--- src/rtl/uart_dmi_framer.sv ---
// UART byte framer for DMI requests/responses.
// Collects LE request bytes, hands off to adapter, serializes reply.
module uart_dmi_framer #(
  parameter int DMI_WIDTH    = 41,
  parameter int NBYTES       = (DMI_WIDTH + 7) / 8,
  parameter int RESP_TIMEOUT = 256
) (
  input  logic                 CLK_I,
  input  logic                 RST_I,
  input  logic                 START_I,
  input  logic                 ABORT_I,
  output logic                 BUSY_O,
  input  logic [7:0]           RX_DATA_I,
  input  logic                 RX_VALID_I,
  output logic                 RX_READY_O,
  output logic [7:0]           TX_DATA_O,
  output logic                 TX_VALID_O,
  input  logic                 TX_READY_I,
  output logic [DMI_WIDTH-1:0] DMI_WRITE_DATA_O,
  output logic                 DMI_WRITE_VALID_O,
  input  logic                 DMI_WRITE_READY_I,
  output logic                 DMI_READ_READY_O,
  input  logic [DMI_WIDTH-1:0] DMI_READ_DATA_I,
  input  logic                 DMI_READ_VALID_I
);

  localparam int SW       = NBYTES * 8;
  localparam int BW       = $clog2(NBYTES);
  localparam int TW       = $clog2(RESP_TIMEOUT);
  localparam int ADDR_LSB = 34;

  // Pad bits above DMI_WIDTH are always held at zero in the shift reg
  localparam logic [SW-1:0] MASK     = {SW{1'b1}} >> (SW - DMI_WIDTH);
  localparam logic [BW-1:0] LAST     = BW'(NBYTES - 1);
  localparam logic [TW-1:0] TMO_LAST = TW'(RESP_TIMEOUT - 1);

  typedef enum logic [2:0] {
    S_IDLE,
    S_RX,
    S_REQ,
    S_SETTLE,
    S_RESP,
    S_TX
  } state_e;

  state_e               state_q, state_d;
  logic [BW-1:0]        idx_q, idx_d;
  logic [TW-1:0]        tmo_q, tmo_d;
  logic [SW-1:0]        shreg_q, shreg_d;
  logic                 rx_ready_q, rx_ready_d;
  logic                 tx_valid_q, tx_valid_d;
  logic [7:0]           tx_data_q, tx_data_d;
  logic                 wr_valid_q, wr_valid_d;
  logic [DMI_WIDTH-1:0] wr_data_q, wr_data_d;
  logic                 rd_ready_q, rd_ready_d;
  logic                 busy_q, busy_d;

  // Next-state, counters, shift reg and registered output values
  always_comb begin
    state_d = state_q;
    idx_d   = idx_q;
    tmo_d   = tmo_q;
    shreg_d = shreg_q;
    unique case (state_q)
      S_IDLE: begin
        if (START_I) begin
          state_d = S_RX;
          idx_d   = '0;
        end
      end
      S_RX: begin
        if (ABORT_I) begin
          state_d = S_IDLE;
          idx_d   = '0;
        end else if (RX_VALID_I && rx_ready_q) begin
          shreg_d = ((shreg_q & ~(SW'(8'hFF) << {idx_q, 3'b000}))
                    | (SW'(RX_DATA_I) << {idx_q, 3'b000})) & MASK;
          if (idx_q == LAST) begin
            state_d = S_REQ;
            idx_d   = '0;
          end else begin
            idx_d = idx_q + 1'b1;
          end
        end
      end
      S_REQ: begin
        if (DMI_WRITE_READY_I) state_d = S_SETTLE;
      end
      S_SETTLE: begin
        state_d = S_RESP;
        tmo_d   = '0;
      end
      S_RESP: begin
        if (DMI_READ_VALID_I) begin
          shreg_d = SW'(DMI_READ_DATA_I);
          state_d = S_TX;
          idx_d   = '0;
        end else if (tmo_q == TMO_LAST) begin
          // Synthetic DMIBusy echoing the request address
          shreg_d = '0;
          shreg_d[DMI_WIDTH-1:ADDR_LSB] = shreg_q[DMI_WIDTH-1:ADDR_LSB];
          shreg_d[1:0] = 2'b11;
          state_d = S_TX;
          idx_d   = '0;
        end else begin
          tmo_d = tmo_q + 1'b1;
        end
      end
      S_TX: begin
        if (ABORT_I) begin
          state_d = S_IDLE;
          idx_d   = '0;
        end else if (TX_READY_I && tx_valid_q) begin
          if (idx_q == LAST) begin
            state_d = S_IDLE;
            idx_d   = '0;
          end else begin
            idx_d = idx_q + 1'b1;
          end
        end
      end
      default: begin
        state_d = S_IDLE;
        idx_d   = '0;
      end
    endcase

    rx_ready_d = (state_d == S_RX);
    wr_valid_d = (state_d == S_REQ);
    wr_data_d  = wr_valid_d ? shreg_d[DMI_WIDTH-1:0] : '0;
    rd_ready_d = (state_d == S_RESP);
    tx_valid_d = (state_d == S_TX);
    tx_data_d  = tx_valid_d ? 8'(shreg_d >> {idx_d, 3'b000}) : 8'h00;
    busy_d     = (state_d != S_IDLE);
  end

  // State and output registers with synchronous reset
  always_ff @(posedge CLK_I) begin
    if (RST_I) begin
      state_q    <= S_IDLE;
      idx_q      <= '0;
      tmo_q      <= '0;
      shreg_q    <= '0;
      rx_ready_q <= 1'b0;
      tx_valid_q <= 1'b0;
      tx_data_q  <= '0;
      wr_valid_q <= 1'b0;
      wr_data_q  <= '0;
      rd_ready_q <= 1'b0;
      busy_q     <= 1'b0;
    end else begin
      state_q    <= state_d;
      idx_q      <= idx_d;
      tmo_q      <= tmo_d;
      shreg_q    <= shreg_d;
      rx_ready_q <= rx_ready_d;
      tx_valid_q <= tx_valid_d;
      tx_data_q  <= tx_data_d;
      wr_valid_q <= wr_valid_d;
      wr_data_q  <= wr_data_d;
      rd_ready_q <= rd_ready_d;
      busy_q     <= busy_d;
    end
  end

  assign BUSY_O            = busy_q;
  assign RX_READY_O        = rx_ready_q;
  assign TX_DATA_O         = tx_data_q;
  assign TX_VALID_O        = tx_valid_q;
  assign DMI_WRITE_DATA_O  = wr_data_q;
  assign DMI_WRITE_VALID_O = wr_valid_q;
  assign DMI_READ_READY_O  = rd_ready_q;

endmodule

--- config.mk ---
export PLATFORM = sky130hd
export DESIGN_NAME = uart_dmi_framer
export DESIGN_NICKNAME = d
export VERILOG_FILES = /design/src/rtl/uart_dmi_framer.sv
export SDC_FILE = /design/constraint.sdc
export NUM_CORES = 1
export LEC_CHECK = 0
export ABC_AREA = 1
export CORE_UTILIZATION = 55
export CTS_CLUSTER_SIZE = 12
export DETAILED_ROUTE_END_ITERATION = 12
export PLACE_DENSITY = 0.9
export SLEW_MARGIN = 15
export SYNTH_ARGS = -nofsm -noshare
export SYNTH_HDL_FRONTEND = slang
export SYNTH_SLANG_ARGS = --single-unit
--- constraint.sdc ---
create_clock -name CLK_I -period 3.2 [get_ports CLK_I]
set_input_delay 0.96 -clock CLK_I [delete_from_list [all_inputs] [get_ports CLK_I]]
set_output_delay 0.96 -clock CLK_I [all_outputs]
set_load 0.005 [all_outputs]
==> results of run 1 <==
==> worst max-delay path by stage <==
stage | from | to | slack [ns] | cells after the start
after CTS | ABORT_I | TX_DATA_O[5] | 0.50 | 11
final | ABORT_I | TX_DATA_O[7] | 0.45 | 11
after floorplan | ABORT_I | TX_DATA_O[3] | 0.88 | 11
after global placement | ABORT_I | TX_DATA_O[5] | 0.006 | 11
after detailed placement | ABORT_I | TX_DATA_O[5] | -0.02 | 11
after global routing | ABORT_I | TX_DATA_O[7] | 0.30 | 12
==> routing by layer <==
layer / global-route usage, % / share of wire [%]
met2: 59.2 / 46
met4: 19.5 / 3.9
met3: 8.49 / 10
met5: 0 / 0
met1: 43.8 / 40
==> metrics by stage <==
stage                     setup WS, ns  setup TNS, ns  cells  utilization, %
final                            0.447              0   1083            78.7
after global routing             0.299              0   1083            78.7
after CTS                        0.500              0   1083            78.7
after detailed placement       -0.0220        -0.0330   1052            72.1
after global placement         0.00557              0   1052            72.1
after floorplan                  0.876              0    814               -
==> synthesized netlist by cell type, types with 4 or more instances <==
master,count,area (um^2)
a21oi_1,28,140
a31oi_1,4,25.0
buf_2,15,75.1
buf_4,9,67.6
clkbuf_1,6,22.5
dfxtp_1,116,2320
inv_1,75,282
inv_2,6,22.5
nand2_1,255,957
nand2_2,9,56.3
nand3_1,69,345
nand3_2,4,40.0
nand4_1,6,37.5
nor2_1,141,529
nor2_2,7,43.8
nor3_1,6,30.0
o21ai_0,19,95.1
o21ai_1,9,45.0
==> registers in the layout (all words and copies together), names as in the netlist <==
signal	cells
shreg_q	48
DMI_WRITE_DATA_O	41
TX_DATA_O	8
tmo_q	8
idx_q	3
state_q	3
BUSY_O	1
DMI_READ_READY_O	1
DMI_WRITE_VALID_O	1
RX_READY_O	1
TX_VALID_O	1
==> critical path, cell delays in order <==
cell             delay, ns
clkdlybuf4s50_1       0.72
nor2_1                0.09
nand3_1               0.13
nand3_1               0.14
nor2_2                0.23
nor2_1                0.08
nor2_2                0.32
nand3_1               0.24
nand2_1               0.11
nand2_1               0.05
a21oi_1               0.13
==> power by group <==
part	switching, mW	leakage [nW]	internal [mW]	total, mW
Clock	0.726	0.296	1.27	2.00
Sequential	0.00321	0.935	1.45	1.45
Combinational	0.117	2.13	0.0967	0.214
Total	0.846	3.36	2.82	3.66
==> layout make-up <==
| class | count | share of cell area, % |
|---|---|---|
| clock inverter | 14 | 2.75 |
| sequential | 116 | 31.3 |
| multi-input combinational | 585 | 35.4 |
| tap | 129 | 2.18 |
| clock buffer | 17 | 5.59 |
| inverter | 81 | 4.10 |
| timing repair buffer | 141 | 18.7 |
==> cells by family (layout without fill, tap and decap cells) <==
kind of cell	after synthesis	after routing	synth area share [%]
XOR/XNOR	2	2	0.323
flip-flops	116	116	42.8
buffers and inverters	113	253	8.92
adder cells (fa/ha/maj)	2	2	0.461
AO/OA/AOI/OAI	71	71	7.38
AND/OR/NAND/NOR	510	510	40.1
==> layout by cell type (no fill, tap or decap), types with 16 or more instances in the layout <==
cell,count
a21oi_1,28
buf_4,27
clkbuf_16,16
clkdlybuf4s50_1,110
dfxtp_1,116
inv_1,75
nand2_1,255
nand3_1,69
nor2_1,141
o21ai_0,19
==> out/results.tsv, run 1 <==
metric	value	unit
status	finished, final reports clean	
Final Max Slew Viols	0	
fin crit share	86.0	%
Worst Skew	0.00442	ns
clock-pin slew on the worst setup and hold paths	0.06	ns
final HPWL from detailed placement	11900	um
startpoint types	input pin	
WL per Instance	16.3	um
Leak	3.36	nW
final worst path period need	2.75	ns
Final Hold Fails	0	
WHS Endpoint	shreg_q[46]	
Seq. cell area	2320	um^2
clk sinks	116	
Power Total	3.66	mW
R2R Setup Slk	0.82	ns
number of detailed-route iterations in the first pass	5	
Post-DP Area	6790	um^2
first-pass GRT wire length	28000	um
Hold Path Class	reg -> reg	
Post-synth EDFFs	0	
# DRC	0	
postcts setup bufs	0	
CTS max path bufs	2	
Tot GR Track Use	36.1	%
Post-Syn Instances	814	
cts repair resizes	0	
Root Driver	clkbuf_8	
Rel. slew slack	68.0	%
die area	10300	um^2
Seq cells post-synth	116	
Seq/Total Area, Yosys	42.8	%
RePlAce Congestion	0.987	
cell count of the worst reg-to-reg path	14	
routed vias/inst	5.42	
WP data arrival	3.21	ns
Yosys cell types	40	
synthesis warning total	0	
CP Capture Type	flip-flop	
Fillers	646	
Pwr Density	494	nW/um^2
ys async rst share	0	%
NumNets Final	1001	
CTS Buf Count	17	
layout cells sized above 1	10.4	%
Worst Hold Slack	0.442	ns
fmax	0.363	GHz
largest net degree at the start of global routing	33	
Critical Path RT	3.65	ns
final instance area	7410	um^2
core area	9420	um^2
GRT overflow	0	
PortBufs	110	
hold buffers post-CTS	0	
critical-path maximum fanout	9	
Worst-Margin Slew	0.477	ns
H-tree depth	4	
Post-Route WL	17600	um
vias post-DR	5872	
worst r2r src	idx_q[0]	
Rows	35	
I/O pins	111	
area occupied by multi-input gates	2620	um^2
Vert. Die Dim	101	um
die boundary width	101	um
worst r2r dst	TX_DATA_O[1]	
Setup Crit Path Kind	in -> reg	
Post-Syn Area	5430	um^2
vias in the first global route	5682	
initial antenna violation count	0	
Post-Syn Area per Cell	6.67	um^2
Synth Flop Type	dfxtp_1	
antenna-violating nets left	0	
Initial Util	57.6	%
area growth from synthesis to layout	36.5	%
RSZ-0062 raised after global routing	false	
syn_nets	873	
worst-skew pair later-pin latency	0.53	ns
Worst IR Drop VDD	350	uV
final setup fails	0	
ANT cells	0	
Max Cap Viol	0	
Hold Path Origin	shreg_q[46]	
Hold Path Stages	2	
CTS tree	yes	
iteration-0 DRC count of the detailed router	499	
No activity file was read; power rests on OpenSTA's default activity.
==> run 2: changes to the inputs <==
- HOLD_SLACK_MARGIN: not set -> 0.1
==> results of run 2 <==
Final layout, timing and power as in run 1 (identical DEF).
==> edit 1, RTL diff (config.mk and constraints of run 2) <==
Take the reset off `shreg_q` and load it in a clocked block of its own.
--- a/src/rtl/uart_dmi_framer.sv
+++ b/src/rtl/uart_dmi_framer.sv
@@ -140,7 +140,6 @@
       state_q    <= S_IDLE;
       idx_q      <= '0;
       tmo_q      <= '0;
-      shreg_q    <= '0;
       rx_ready_q <= 1'b0;
       tx_valid_q <= 1'b0;
       tx_data_q  <= '0;
@@ -152,7 +151,6 @@
       state_q    <= state_d;
       idx_q      <= idx_d;
       tmo_q      <= tmo_d;
-      shreg_q    <= shreg_d;
       rx_ready_q <= rx_ready_d;
       tx_valid_q <= tx_valid_d;
       tx_data_q  <= tx_data_d;
@@ -161,6 +159,10 @@
       rd_ready_q <= rd_ready_d;
       busy_q     <= busy_d;
     end
+  end
+
+  always_ff @(posedge CLK_I) begin
+    shreg_q <= shreg_d;
   end
 
   assign BUSY_O            = busy_q;
Check against the original RTL: no difference found for any inputs over 10 cycles, from zero or initial values and one cycle with RST_I high; that may be too few to reach the edited logic, so the function may still have changed.
==> edit 1 against run 2 <==
  * Cell area fell by 0.42%
  * Core utilization is 2.9 points lower
  * Sequential cell count unchanged
  * Via count rose by 6.5%
  * Worst setup slack improved by 96 ps
  * Area after synthesis increased by 1.4%
  * Critical path depth unchanged
  * Routed wire length up 4.8%
  * Worst hold slack worse by 2.1 ps
Power is not compared: it rests on default switching activity, and its combinational part moved more than twofold at a synthesized area within 25%.
==> edit 1: results (changes against run 2) <==
- The flow ran to the end, and the final reports show no timing, DRC or antenna violations.
- Total global-route track usage: 0.366 (+0.00509)
- Stage delay of the slowest cell on the critical path: 520 ps (-200 ps)
- First-pass GRT wire length: 28800 µm (+3.0%)
* Number of buffers on the longest clock path: 2 (unchanged)
- The normalized max-slew margin was 0.531 (-0.149).
- IR analysis of the VDD net gives a maximum drop of 0.430 mV.
* Detailed Place HPWL: 12600 µm (+5.5%)
* Post-detailed-route wirelength per cell: 17.3 µm (+6.4%)
* Cell area after placement: 6780 µm² (-0.17%)
- The detailed router's first-iteration violation count is 816 (+64%).
- Fraction of layout instances using a drive strength above 1: 0.0942 (-0.00956)
* Number of cells upsized or downsized after cts: 0 (unchanged)
- In the synthesized netlist, the cells that appear most often are 253 x sky130_fd_sc_hd__nand2_1, 116 x sky130_fd_sc_hd__dfxtp_1, 80 x sky130_fd_sc_hd__nand3_1.
- The arrival time of the worst setup path came to 3110 ps (-100 ps).
- Detailed-route wire length: 18400 µm (+4.8%)
- The mean number of vias per cell was 5.86 (+8.1%).
- Hold path startpoint: shreg_q[42]$_DFF_P_
- The total of buffers placed on input and output ports was 110 (unchanged).
- The post-CTS setup repair buffer count came to 0 (unchanged).
- The worst-case clock skew came to 11.4 ps (+6.99 ps).
- By area the synthesized netlist is led by sky130_fd_sc_hd__dfxtp_1 42%, sky130_fd_sc_hd__nand2_1 17%, sky130_fd_sc_hd__nand3_1 7.3%.
- The routability congestion estimate from global placement is 0.975 (-1.2%).
- The number of optimization iterations in the first detailed-route pass came to 8 (+3).
* Crit-path max FO: 17 (+8)
- Register area share after synthesis: 0.422 (-0.00603)
- Final #Nets: 980 (-2.1%)
- The distinct cell type count after synthesis is 37 (-7.5%).
* Xor and xnor area share after synthesis: 0.00159 (-0.00164)
* Maximum number of pins on one net before global-route repair: 30 (-9.1%)
- The post-synth net total was 861 (-1.4%).
- Compound-gate portion of the synthesized area: 0.107 (+0.0333)
- Skew-Pair Late Insertion Delay: 530 ps (about the same)
- The via count of the first global-routing pass came to 5763 (+1.4%).
* Root buffer cell: sky130_fd_sc_hd__clkbuf_8
- Initial antenna violation count: 0 (unchanged)
- The total instance count after detailed placement came to 1035 (-1.6%).
* Gate count after technology mapping: 802 (-1.5%)
* Post-synthesis share of cell area spent on full adders, half adders and majority gates: 0.00455 (-0.0000650)
edit 1: changes by cell type in the layout (fill, tap and decap cells not counted), moves of 3 or more:
cell | before | now
sky130_fd_sc_hd__a22oi_1 | 3 | 8
sky130_fd_sc_hd__a21boi_1 | 3 | 0
sky130_fd_sc_hd__nand2_2 | 9 | 4
sky130_fd_sc_hd__or2_2 | 1 | 8
sky130_fd_sc_hd__buf_4 | 27 | 21
sky130_fd_sc_hd__a21oi_1 | 28 | 35
sky130_fd_sc_hd__a31oi_1 | 4 | 19
sky130_fd_sc_hd__o21ai_0 | 19 | 33
sky130_fd_sc_hd__o21ai_1 | 9 | 1
sky130_fd_sc_hd__buf_12 | 4 | 1
sky130_fd_sc_hd__nand3_1 | 69 | 80
sky130_fd_sc_hd__nor2_1 | 141 | 54
sky130_fd_sc_hd__nand4_1 | 6 | 41
sky130_fd_sc_hd__nor3b_1 | 0 | 3
edit 1: final cells by class:
| cell class | count | area, µm² |
|---|---|---|
| Clock buffer | 18 | 418 |
| Timing Repair Buffer | 132 | 1280 |
| Sequential cell | 116 | 2320 |
| Inverter | 83 | 312 |
| Tap cell | 133 | 166 |
| Clock inverter | 14 | 180 |
| Fill cell | 728 | 2350 |
| Multi-Input combinational cell | 571 | 2700 |
edit 1: power breakdown:
part           total [mW]  internal [mW]  leakage [nW]  switching (mW)
Combinational       0.514          0.197          1.96           0.317
Clock                1.95           1.20         0.279           0.750
Sequential           1.59           1.54         0.940          0.0507
Total                4.05           2.93          3.18            1.12
edit 1: final timing paths:
path / end / depth (start not counted) / slack, ps
setup / recovery: TX_DATA_O[7]$_SDFF_PP0_ / 11 / 540
hold / removal: shreg_q[42]$_DFF_P_ / 2 / 440
setup reg to reg: TX_DATA_O[7]$_SDFF_PP0_ / 13 / 700
hold reg to reg: shreg_q[42]$_DFF_P_ / 2 / 440
edit 1: logic make-up after synthesis:
group,after synthesis
xor+xnor,1
flops,116
compound gates,104
buf+inv,115
simple gates,464
fa+ha+maj,2
edit 1: metrics by stage:
step                      setup WS [ps]  utilization
after detailed placement            138        0.697
after global routing                440        0.758
final                               543        0.758
after floorplan                     932            -
after CTS                           673        0.758
after global placement              157        0.697
edit 1: metal layers:
layer,routed length [µm],vias to the layer above,track usage
met5,0,-,0
met4,644,0,0.168
met3,2360,74,0.102
met2,8250,480,0.575
met1,7190,2824,0.467
li1,-,2876,-
edit 1: worst max-delay path, delay by kind of cell:
kind / cells / cell delay, ps
AOI/OAI and AO/OA: 2 / 270
buffers and inverters: 2 / 810
and+or+nand+nor: 7 / 1070
==> edit 2, RTL diff (flow settings as in run 2) <==
Without the edit above. Set the parameter `DMI_WIDTH` to 45 (it was 41).
--- a/src/rtl/uart_dmi_framer.sv
+++ b/src/rtl/uart_dmi_framer.sv
@@ -1,7 +1,7 @@
 // UART byte framer for DMI requests/responses.
 // Collects LE request bytes, hands off to adapter, serializes reply.
 module uart_dmi_framer #(
-  parameter int DMI_WIDTH    = 41,
+  parameter int DMI_WIDTH    = 45,
   parameter int NBYTES       = (DMI_WIDTH + 7) / 8,
   parameter int RESP_TIMEOUT = 256
 ) (
Interface: changed (resized DMI_READ_DATA_I and DMI_WRITE_DATA_O); port bits go from 111 to 119. No check against the original RTL was run, so the function may have changed too.
==> edit 2 against run 2 <==
  * Worst setup slack better by 44 ps
  * Sequential power up 3%
  * Die area up 11%
  * Sequential cell count up 4
  * Combinational power up 17%
  * Power down 2.0%
  * Area after synthesis up 11%
  * Cell area up 7.7%
  * Clock skew up 4.7 ps
  * Maximum frequency up 1.6%
  * Routed wire length up 18%
  * Critical path type unchanged
  * Largest power group unchanged
  * Highest routed layer unchanged
==> edit 2: results (changes against run 2) <==
- Count of multi-input combinational gates: 673 (+15%)
- Detailed Routing Iterations Pass 1: 8 (+3)
* Post-Route M1 WL: 7840 µm (+12%)
* Outcome: completed
- Net switching power: 0.908 mW (+7.3%)
- Clock network area share: 0.0706 (-0.0128)
- The worst-case clock skew was 9.08 ps (+4.67 ps).
- Routed signal wires occupy layers up through met4.
* Cell area after placement: 7410 µm² (+9.2%)
* Fraction of standard cell area that is sequential: 0.301 (-0.0123)
- The met2 demand-to-capacity share in global routing came to 0.571 (-0.0219).
- Fraction of layout instances using a drive strength above 1: 0.108 (+0.00428)
- FF-to-FF End: TX_DATA_O[2]$_SDFF_PP0_
- The post-synthesis cell count is 910 (+12%).
* Gate power share: 0.070 (+0.012)
- Data arrival, critical path: 3130 ps (-80 ps)
- Detailed-route wire length: 20700 µm (+18%)
- The slack of the worst reg-to-reg path is 700 ps (-120 ps).
- Number of flip-flops and latches: 120 (+3.4%)
- The share of the synthesized area in compound gates (AO/OA/AOI/OAI) came to 0.0691 (-0.00467).
- The maximum net fanout on the critical path was 12 (+3).
- The via count of the first global-routing pass came to 6333 (+11%).
- Worst R2R Path Depth: 9 (-5)
- Worst slew margin: 0.619 (-0.0606)
- Routed met2 length: 8970 µm (+9.9%)
- Maximum number of pins on one net before global-route repair: 41 (+24%)
- Top post-synthesis cells by count: 282 x sky130_fd_sc_hd__nand2_1, 159 x sky130_fd_sc_hd__nor2_1, 120 x sky130_fd_sc_hd__dfxtp_1
- The number of fill cells in the layout is 789 (+22%).
- The global routing met3 resource utilization came to 0.113 (+0.0285).
* Skew-Pair Late Insertion Delay: 550 ps (+20 ps)
- Via count of the routed design: 6963 (+19%)
- Tracing the worst setup path back leads to its startpoint at RX_VALID_I.
- Number of unique standard cell types used by synthesis: 38 (-5.0%)
- The number of clock buffer instances in the layout was 19 (+2).
- Amount of wire on met3 after detailed routing: 2840 µm (+60%)
- Destination of the worst hold path: shreg_q[45]$_SDFF_PP0_
- The HPWL after detailed placement came to 14000 µm (+18%).
- First-pass GRT wire length: 32700 µm (+17%)
- The peak per-stage delay on the critical path came to 480 ps (-240 ps).
- The sequential-to-total area share from yosys stat was 0.400 (-0.0283).
* Total global-route track usage: 0.375 (+0.0142)
* Leakage power total: 3.56 nW (+5.9%)
- The post-layout net count is 1105 (+10%).
* Count of routing violations after the opening detailed-route iteration: 951 (+91%)
* Dominant cells by area after synthesis: sky130_fd_sc_hd__dfxtp_1 40%, sky130_fd_sc_hd__nand2_1 18%, sky130_fd_sc_hd__nor2_1 9.9%
- Final weighted congestion of routability-driven global placement: 0.977 (-1.1%)
- The total of buffers placed on input and output ports came to 118 (+7.3%).
- The final cell count without fillers came to 1191 (+10%).
- The flip-flop and latch power came to 1.50 mW (+3%).
* GR met1 Demand/Resource: 0.479 (+0.0402)
* Post-synthesis share of cell area spent on full adders, half adders and majority gates: 0.00416 (-0.000448)
* Hold path startpoint: shreg_q[45]$_SDFF_PP0_
* Plain + repair buffers: 152 (+7.8%)
-- edit 2: cell types whose count changed after synthesis, moves of 4 or more --
cell                       before  now
sky130_fd_sc_hd__dfxtp_1      116  120
sky130_fd_sc_hd__inv_1         75   63
sky130_fd_sc_hd__inv_2          6   13
sky130_fd_sc_hd__nand2_1      255  282
sky130_fd_sc_hd__nand3_1       69   76
sky130_fd_sc_hd__nand4_1        6   44
sky130_fd_sc_hd__nor2_1       141  159
sky130_fd_sc_hd__nor2_4         3    8
sky130_fd_sc_hd__nor3_1         6    2
sky130_fd_sc_hd__o211ai_1       1    5
-- edit 2: through the flow --
step	setup WS, ps	utilization	hold WS [ps]
final	491	0.762	448
after global routing	319	0.762	475
after floorplan	944	-	422
after global placement	164	0.709	433
after CTS	589	0.762	449
after detailed placement	124	0.709	439
